--- src/rtl/contador_regressivo_mmss_pkg.sv ---
// contador_regressivo_mmss_pkg: shared FSM encoding, BCD limits and load clamps for the MM:SS countdown timer
// Contents:
//   state_t          IDLE/RUN/PAUSE/DONE, 2-bit encoding
//   MAX_UNIT         largest BCD units/minutes-tens digit (9)
//   MAX_SEC_TENS     largest seconds-tens digit (5)
//   clamp_unit()     saturate a 4-bit load digit to MAX_UNIT
//   clamp_sec_tens() saturate a 3-bit load digit to MAX_SEC_TENS
package contador_regressivo_mmss_pkg;
    typedef enum logic [1:0] {
        ST_IDLE  = 2'd0,
        ST_RUN   = 2'd1,
        ST_PAUSE = 2'd2,
        ST_DONE  = 2'd3
    } state_t;
    localparam logic [3:0] MAX_UNIT     = 4'd9;
    localparam logic [2:0] MAX_SEC_TENS = 3'd5;
    function automatic logic [3:0] clamp_unit(input logic [3:0] v);
        return (v > MAX_UNIT) ? MAX_UNIT : v;
    endfunction
    function automatic logic [2:0] clamp_sec_tens(input logic [2:0] v);
        return (v > MAX_SEC_TENS) ? MAX_SEC_TENS : v;
    endfunction
endpackage

--- src/rtl/contador_regressivo_mmss_digito.sv ---
// digito_regressivo: one loadable down-counting digit that wraps 0 -> MAX and borrows from the next digit
// Ports:
//   clk        in  system clock
//   rst        in  asynchronous active-low reset, clears q
//   en         in  decrement request (borrow from the lower digit or the 1 s tick)
//   load       in  capture ld_val, overrides en
//   ld_val     in  value to load (already clamped by the parent)
//   q          out current digit value
//   borrow_out out high when this digit wraps, i.e. en while q == 0
module digito_regressivo
    import contador_regressivo_mmss_pkg::*;
#(
    parameter int             W   = 4,
    parameter logic [W-1:0]   MAX = W'(MAX_UNIT)
) (
    input  logic         clk,
    input  logic         rst,
    input  logic         en,
    input  logic         load,
    input  logic [W-1:0] ld_val,
    output logic [W-1:0] q,
    output logic         borrow_out
);
    assign borrow_out = en && (q == '0);
    always_ff @(posedge clk or negedge rst) begin
        if (!rst)
            q <= '0;
        else if (load)
            q <= ld_val;
        else if (en)
            q <= (q == '0) ? MAX : q - W'(1);
    end
endmodule

--- src/rtl/contador_regressivo_mmss.sv ---
// contador_regressivo_mmss: loadable BCD MM:SS countdown timer with start/pause control and a completion pulse
// Ports:
//   clk         in  system clock
//   rst         in  asynchronous active-low reset
//   load        in  1-cycle pulse, captures ld_* (clamped) and returns to IDLE
//   ld_min_d    in  minutes tens to load
//   ld_min_u    in  minutes units to load
//   ld_sec_d    in  seconds tens to load
//   ld_sec_u    in  seconds units to load
//   start_stop  in  1-cycle pulse, start/pause toggle
//   min_d..sec_u out current count digits
//   running     out high while counting
//   done_pulse  out one-cycle pulse after the count reaches 00:00
module contador_regressivo_mmss
    import contador_regressivo_mmss_pkg::*;
#(
    parameter int TICK_DIV = 50_000_000
) (
    input  logic       clk,
    input  logic       rst,
    input  logic       load,
    input  logic [3:0] ld_min_d,
    input  logic [3:0] ld_min_u,
    input  logic [2:0] ld_sec_d,
    input  logic [3:0] ld_sec_u,
    input  logic       start_stop,
    output logic [3:0] min_d,
    output logic [3:0] min_u,
    output logic [2:0] sec_d,
    output logic [3:0] sec_u,
    output logic       running,
    output logic       done_pulse
);
    localparam int            PW        = (TICK_DIV > 2) ? $clog2(TICK_DIV) : 1;
    localparam logic [PW-1:0] PRESC_MAX = PW'(TICK_DIV - 1);
    state_t        r_state, w_state_nxt;
    logic [PW-1:0] r_presc, w_presc_nxt;
    logic          r_done;
    logic          w_tick, w_zero, w_last, w_fin;
    logic          w_b_su, w_b_sd, w_b_mu, w_b_md;
    logic [3:0]    w_ld_min_d, w_ld_min_u, w_ld_sec_u;
    logic [2:0]    w_ld_sec_d;
    assign w_ld_min_d = clamp_unit(ld_min_d);
    assign w_ld_min_u = clamp_unit(ld_min_u);
    assign w_ld_sec_d = clamp_sec_tens(ld_sec_d);
    assign w_ld_sec_u = clamp_unit(ld_sec_u);
    assign w_tick = (r_state == ST_RUN) && (r_presc == PRESC_MAX);
    assign w_zero = {min_d, min_u, sec_d, sec_u} == 15'd0;
    assign w_last = {min_d, min_u, sec_d, sec_u} == 15'd1;
    // The borrow out of the minutes tens would mean a tick at 00:00; it also ends the run so the count can never wrap.
    assign w_fin  = w_tick && (w_last || w_b_md);
    always_comb begin
        w_state_nxt = r_state;
        case (r_state)
            ST_IDLE:  if (start_stop && !w_zero) w_state_nxt = ST_RUN;
            ST_RUN:   w_state_nxt = w_fin ? ST_DONE : (start_stop ? ST_PAUSE : ST_RUN);
            ST_PAUSE: if (start_stop) w_state_nxt = ST_RUN;
            ST_DONE:  if (start_stop) w_state_nxt = ST_IDLE;
            default:  w_state_nxt = ST_IDLE;
        endcase
        if (load)
            w_state_nxt = ST_IDLE;
    end
    // The pausing edge freezes the prescaler so a resume continues the interrupted second exactly where it left off.
    assign w_presc_nxt = load                  ? '0 :
                         (r_state == ST_RUN)   ? (w_tick ? '0 : (start_stop ? r_presc : r_presc + PW'(1))) :
                         (r_state == ST_PAUSE) ? r_presc : '0;
    always_ff @(posedge clk or negedge rst) begin
        if (!rst) begin
            r_state <= ST_IDLE;
            r_presc <= '0;
            r_done  <= 1'b0;
        end else begin
            r_state <= w_state_nxt;
            r_presc <= w_presc_nxt;
            r_done  <= w_fin && !load;
        end
    end
    digito_regressivo #(.W(4), .MAX(MAX_UNIT)) u_sec_u (
        .clk(clk), .rst(rst), .en(w_tick), .load(load), .ld_val(w_ld_sec_u), .q(sec_u), .borrow_out(w_b_su)
    );
    digito_regressivo #(.W(3), .MAX(MAX_SEC_TENS)) u_sec_d (
        .clk(clk), .rst(rst), .en(w_b_su), .load(load), .ld_val(w_ld_sec_d), .q(sec_d), .borrow_out(w_b_sd)
    );
    digito_regressivo #(.W(4), .MAX(MAX_UNIT)) u_min_u (
        .clk(clk), .rst(rst), .en(w_b_sd), .load(load), .ld_val(w_ld_min_u), .q(min_u), .borrow_out(w_b_mu)
    );
    digito_regressivo #(.W(4), .MAX(MAX_UNIT)) u_min_d (
        .clk(clk), .rst(rst), .en(w_b_mu), .load(load), .ld_val(w_ld_min_d), .q(min_d), .borrow_out(w_b_md)
    );
    assign running    = (r_state == ST_RUN);
    assign done_pulse = r_done;
endmodule
--- config.mk ---
export PLATFORM = sky130hd
export DESIGN_NAME = contador_regressivo_mmss
export DESIGN_NICKNAME = d
export VERILOG_FILES = /design/src/rtl/contador_regressivo_mmss_pkg.sv /design/src/rtl/contador_regressivo_mmss_digito.sv /design/src/rtl/contador_regressivo_mmss.sv
export SDC_FILE = /design/constraint.sdc
export NUM_CORES = 1
export LEC_CHECK = 0
export CORE_AREA = 2 2 85 87
export CTS_CLUSTER_DIAMETER = 80
export DETAILED_ROUTE_END_ITERATION = 8
export DIE_AREA = 0 0 87 89
export HOLD_SLACK_MARGIN = 0.02
export SYNTH_ARGS = -nofsm -noshare
export SYNTH_HDL_FRONTEND = slang
export SYNTH_SLANG_ARGS = --single-unit
--- constraint.sdc ---
create_clock -name clk -period 3 [get_ports clk]
set_input_delay 0.45 -clock clk [delete_from_list [all_inputs] [get_ports clk]]
set_output_delay 0.45 -clock clk [all_outputs]
set_load 0.005 [all_outputs]
==> impl_metrics.json, run 1 <==
{
  "critPathSlowestCell": "or4_1",
  "clockBufferDepth": 2,
  "cts_buffers": 5,
  "async_flop_share": 1.000,
  "postRouteAntennaNets": 0,
  "clock_latency_ns": 0.30,
  "initial_core_util": 0.3970,
  "rr_startpoint": "r_presc[7]",
  "h-tree-depth": 2,
  "critPathKind": "register to register",
  "antenna_found_initial": 0,
  "synth_cell_type_count": 52,
  "rr_endpoint": "r_presc[18]",
  "synth.area.top_cells": "dfrtp_1 (41%), a21oi_1 (3.9%), o21ai_0 (3.9%), mux2i_1 (3.4%), nor2_1 (3.2%)",
  "outcome": "finished, final reports clean",
  "fmax_ghz": 0.3858,
  "netlist_area_mm2": 0.002668,
  "hold_viol": 0,
  "critical_path.cell_chain": "or3b_4, or4_4, o211a_1, or4_1, a21oi_1",
  "cts_hold_buf": 0,
  "cts_resized": 0,
  "synth_edf_count": 0,
  "overflow": 0,
  "antenna_cells": 0,
  "critical-path-top-delay-family": "simple AND/OR/NAND/NOR gates",
  "die_area_mm2": 0.007743,
  "cts_sinks": 44,
  "synthFlopType": "dfrtp_1",
  "port_buffers": 35,
  "ys_seq_area_frac": 0.4128,
  "synthMuxAreaShare": 0.04221,
  "min_period_over_period": 0.8641,
  "setup_viol": 0,
  "layout-drive-gt1-share": 0.08580,
  "synthTopCellsByCount": "dfrtp_1 (44), nor2_1 (23), nand2_1 (22), a21oi_1 (21), o21ai_0 (21)",
  "maxCapViolCount": 0,
  "wirelength_um": 6281,
  "yosysMostFrequentCell": "dfrtp_1",
  "cp_max_fo": 21,
  "cts_tree": "done",
  "grt_usage": 0.1749,
  "rsz0062_at_grt": "false",
  "synth_fp_nets": 322,
  "ir_drop_mv": 0.1621,
  "powerDensity_mw_per_mm2": 380.2,
  "synth_top_family_by_area": "simple AND/OR/NAND/NOR gates",
  "wl_per_cell_um": 15.03,
  "yosys_register_bits": 44,
  "crit_path_end_kind": "register",
  "ys.warnings.count": 0,
  "drt_iter0_drc": 104,
  "avgSynthCellArea_um2": 8.862,
  "synth_fa_ha_area_frac": 0.009381,
  "grt_max_degree": 45,
  "cp_num_buf_inv": 0,
  "grt_pass1_vias": 2326,
  "rows": 30,
  "synth_xor_area_frac": 0.03940,
  "syn_inst": 301,
  "dpl.hpwl_um": 4561,
  "min_path_type": "primary input to async pin",
  "yosysTopAreaCellShare": 0.4128,
  "tns_ns": 0,
  "syn_to_final_growth_pct": 20.22,
  "drcViolationCount": 0,
  "fin_util": 0.4773,
  "r2r_slack_ns": 0.41,
  "die_x_um": 87,
  "worstPathRequired_ns": 3.24,
  "cp-start-kind": "register",
  "cellLeakagePower_nw": 1.208,
  "place_congestion": 0.7756,
  "cpPeakStageDelay_ns": 0.58,
  "period_minus_slack_ns": 2.592,
  "worstPathArrival_ns": 2.83,
  "reg2reg_depth": 5,
  "root_buffer": "clkbuf_8",
  "avgViaCountPerCell": 5.782,
  "ios": 36,
  "drv_slew": 0,
  "num_vias": 2417,
  "clock_skew_ns": 0.01446,
  "yosys.area_share.simple": 0.2908,
  "maxSlewHeadroom": 0.3313,
  "die_y_um": 89,
  "post-cts-setup-buffers": 0,
  "clk_pin_slew_worst_paths_ns": 0.09,
  "synth_compound_area_frac": 0.1679,
  "synth_top_cell_by_area": "dfrtp_1",
  "drtPass1Iterations": 4,
  "coreArea_mm2": 0.006719,
  "worstMarginPinSlew_ns": 1.003,
  "grt_pass1_wl_um": 10870,
  "nNetsFinal": 358
}
[how the worst max path moves through the flow]
stage,start,end,slack (ns),cells after the start
after floorplan,r_presc[7],r_presc[23],0.62,6
after global placement,r_presc[7],r_presc[25],0.46,5
after CTS,r_presc[7],r_presc[23],0.41,5
after global routing,r_presc[7],r_presc[25],0.26,5
final,r_presc[7],r_presc[18],0.41,5
after detailed placement,r_presc[7],r_presc[25],0.41,5
[cell usage in the layout, fill, tap and decap left out, drive strengths merged, types with 3 or more instances in the layout]
cell / Yosys / final
clkdlybuf4s50: 0 / 34
mux2i: 9 / 9
buf: 4 / 10
and4: 5 / 5
o31ai: 6 / 6
nor3: 12 / 12
xnor2: 7 / 7
a41oi: 3 / 3
o21ai: 21 / 21
nor2: 23 / 23
nor4: 10 / 10
or3: 6 / 6
nor2b: 3 / 3
and3: 4 / 4
a31oi: 5 / 5
clkbuf: 11 / 6
or4: 9 / 9
nand3: 9 / 9
nor3b: 4 / 4
xor2: 5 / 5
nor4b: 3 / 3
nand2b: 4 / 4
a21oi: 21 / 21
nand4: 12 / 12
dfrtp: 44 / 44
inv: 9 / 9
nand2: 22 / 22
o21a: 4 / 4
[layout make-up]
type / count / area (µm²)
multi-input combinational: 233 / 1466
inverter: 9 / 33.78
sequential: 44 / 1101
fill: 660 / 3512
clock buffer: 6 / 82.58
timing repair buffer: 44 / 412.9
clock inverter: 2 / 10.01
tap: 80 / 100.1
[report_power, final]
part           switching (W)  internal [W]
clock network       0.000208      0.000184
logic              0.0000847     0.0000966
registers          0.0000326      0.000613
total               0.000325      0.000894
[per-layer routing]
layer | track usage | vias up | part of all wire
met5 | 0 | - | 0
met4 | 0.05682 | 0 | 0.015
met3 | 0.03232 | 8 | 0.039
met2 | 0.2762 | 41 | 0.45
met1 | 0.2434 | 1165 | 0.50
li1 | - | 1203 | -
[through the flow]
stage | hold WS [ns] | std cells | cell area, µm² | power [W] | setup WS (ns)
global route | 0.3972 | 418 | 3207 | 0.001282 | 0.2595
global placement | 0.5491 | 410 | 3114 | 0.0008390 | 0.4557
detailed placement | 0.5452 | 410 | 3114 | 0.0008417 | 0.4101
finish | 0.3123 | 418 | 3207 | 0.001219 | 0.4078
floorplan | 0.1544 | 301 | 2668 | 0.0007363 | 0.6166
CTS | 0.3643 | 418 | 3207 | 0.001229 | 0.4109
[state kept, by name (all words and copies together) (netlist names)]
signal      count
done_pulse      1
r_presc        26
r_state         2
u_min_d.q       4
u_min_u.q       4
u_sec_d.q       3
u_sec_u.q       4
[logic make-up after synthesis]
logic type                 count (synthesis)
muxes                                     11
adders and majority gates                  2
buffers and inverters                     24
and+or+nand+nor                          135
xor gates and xnor gates                  12
AOI/OAI and AO/OA                         73
DFF                                       44
(Power assumes the default switching activity.)
==> run 2, diff against run 1 <==
CELL_PAD_IN_SITES_DETAIL_PLACEMENT = 1   (was unset)
CELL_PAD_IN_SITES_GLOBAL_PLACEMENT = 1   (was unset)
DONT_BUFFER_PORTS = 1   (was unset)
PLACE_DENSITY_LB_ADDON = 0.1   (was unset)
==> impl_metrics.json, run 2 (synthesis gave the netlist of run 1 again) <==
{
  "maxSlewHeadroom": 0.5182,
  "die_y_um": 89,
  "layout-drive-gt1-share": 0.08911,
  "r2r_slack_ns": 0.36,
  "powerDensity_mw_per_mm2": 408.2,
  "antenna_cells": 0,
  "mostFrequentLayoutCell": "dfrtp_1",
  "outcome": "finished, final reports clean",
  "pwr-share-seq": 0.552,
  "post-cts-setup-buffers": 0,
  "drtPass1Iterations": 4,
  "regMostFlops": "r_presc",
  "cts_buffers": 5,
  "met3_length_um": 175,
  "internal_power_w": 0.0008506,
  "drcViolationCount": 0,
  "hold_viol": 0,
  "setup_viol": 0,
  "most-common-layout-cells": "dfrtp_1 (44), nor2_1 (23), nand2_1 (22)",
  "ios": 36,
  "dpl_cell_area_mm2": 0.002754,
  "switchingPower_w": 0.0003287,
  "ir_drop_mv": 0.2315,
  "dpl.hpwl_um": 4902,
  "grt_max_degree": 45,
  "h-tree-depth": 2,
  "nNetsFinal": 323,
  "min_path_type": "primary input to register",
  "worstPathArrival_ns": 2.87,
  "rows": 30,
  "wl_met2_um": 3147,
  "overflow": 0,
  "port_buffers": 0,
  "place_congestion": 0.7915,
  "grt_usage": 0.1867,
  "critPathKind": "register to register",
  "clockBufferDepth": 2,
  "p_clk_frac": 0.348,
  "maxCapViolCount": 0,
  "cts_sinks": 44,
  "worstPathRequired_ns": 3.23,
  "clk_pin_slew_worst_paths_ns": 0.09,
  "tns_ns": 0,
  "switching_share": 0.2787,
  "wl_per_cell_um": 17.97,
  "postLayoutCellArea_mm2": 0.002889,
  "grt_pass1_wl_um": 11500,
  "root_buffer": "clkbuf_8",
  "clock_latency_ns": 0.30,
  "wl_met1_um": 3522,
  "syn_to_final_growth_pct": 8.302,
  "dr.max_layer_used": "met4",
  "rsz0062_at_grt": "false",
  "initial_core_util": 0.3970,
  "period_minus_slack_ns": 2.635,
  "wirelength_um": 6881,
  "postRouteAntennaNets": 0,
  "num_vias": 2324,
  "die_x_um": 87,
  "cts_tree": "done",
  "drv_slew": 0,
  "cellLeakagePower_nw": 1.073,
  "cp-start-kind": "register",
  "die_area_mm2": 0.007743,
  "grt_pass1_vias": 2346,
  "coreArea_mm2": 0.006719,
  "avgViaCountPerCell": 6.068,
  "largest_reg_flops": 26,
  "crit_path_end_kind": "register",
  "clock_skew_ns": 0.004756,
  "worstMarginPinSlew_ns": 0.7161,
  "min_period_over_period": 0.8784,
  "fmax_ghz": 0.3795,
  "antenna_found_initial": 0,
  "p_comb_frac": 0.100,
  "drt_iter0_drc": 104,
  "cp_max_fo": 21
}
-- run 2: cell types whose count changed in the layout (fill, tap and decap cells not counted) --
cell / delta
clkdlybuf4s50_1: -34
dlygate4sd3_1: +1
buf_4: -2
buf_16: +1
clkinv_2: -2
buf_2: -1
clkinvlp_4: +2
-- run 2: layer usage --
metal | vias to the layer above | track usage
met3 | 4 | 0.02308
li1 | 1128 | -
met4 | 0 | 0.04688
met1 | 1163 | 0.2760
met5 | - | 0
met2 | 29 | 0.2901
-- run 2: timing repair --
action	CTS	global route
hold endpoints to repair	44	0
gates resized for setup	0	0
hold buffers	2	0
-- run 2: area by class of cell --
cell class / count / area [µm²]
timing repair buffer: 9 / 90.09
clock buffer: 6 / 82.58
inverter: 9 / 33.78
multi-input combinational: 233 / 1466
fill: 785 / 3830
clock inverter: 2 / 15.01
tap: 80 / 100.1
sequential: 44 / 1101
-- run 2: path summary, 6_finish.rpt --
kind                                     end         from  cells past startpoint
worst max-delay path             r_presc[25]   r_presc[7]                      5
worst max register to register   r_presc[25]   r_presc[7]                      5
worst min-delay path              r_state[1]         load                      1
worst min register to register   r_presc[25]  r_presc[25]                      2
max in group asynchronous       u_sec_d.q[2]          rst                      2
min in group asynchronous        r_presc[20]          rst                      2
-- run 2: critical path, stage by stage (launching register included) --
cell     delay, ns
dfrtp_1       0.44
or3b_4        0.43
or4_4         0.52
o211a_1       0.43
or4_1         0.59
a21oi_1       0.15
-- run 2: per-stage QoR --
step,hold slack (ns),worst slack [ns],total power (W),util,cells
6_report,0.2049,0.3649,0.001179,0.4300,383
5_1_grt,0.1910,0.2218,0.001239,0.4300,383
4_1_cts,0.1918,0.3651,0.001202,0.4300,383
3_5_place_dp,0.1557,0.3938,0.0007642,0.4099,373
3_3_place_gp,0.1556,0.4386,0.0007607,0.4099,373
2_1_floorplan,0.1544,0.6166,0.0007363,-,301
-- run 2: power by group through the flow --
| stage | Clock [W] | Combinational, W | Sequential (W) |
|---|---|---|---|
| 2_1_floorplan | 0 | 0.0000845 | 0.000652 |
| 3_3_place_gp | 0 | 0.0000987 | 0.000662 |
| 3_5_place_dp | 0 | 0.000101 | 0.000663 |
| 4_1_cts | 0.000430 | 0.000121 | 0.000651 |
| 5_1_grt | 0.000447 | 0.000136 | 0.000656 |
| 6_report | 0.000410 | 0.000118 | 0.000651 |
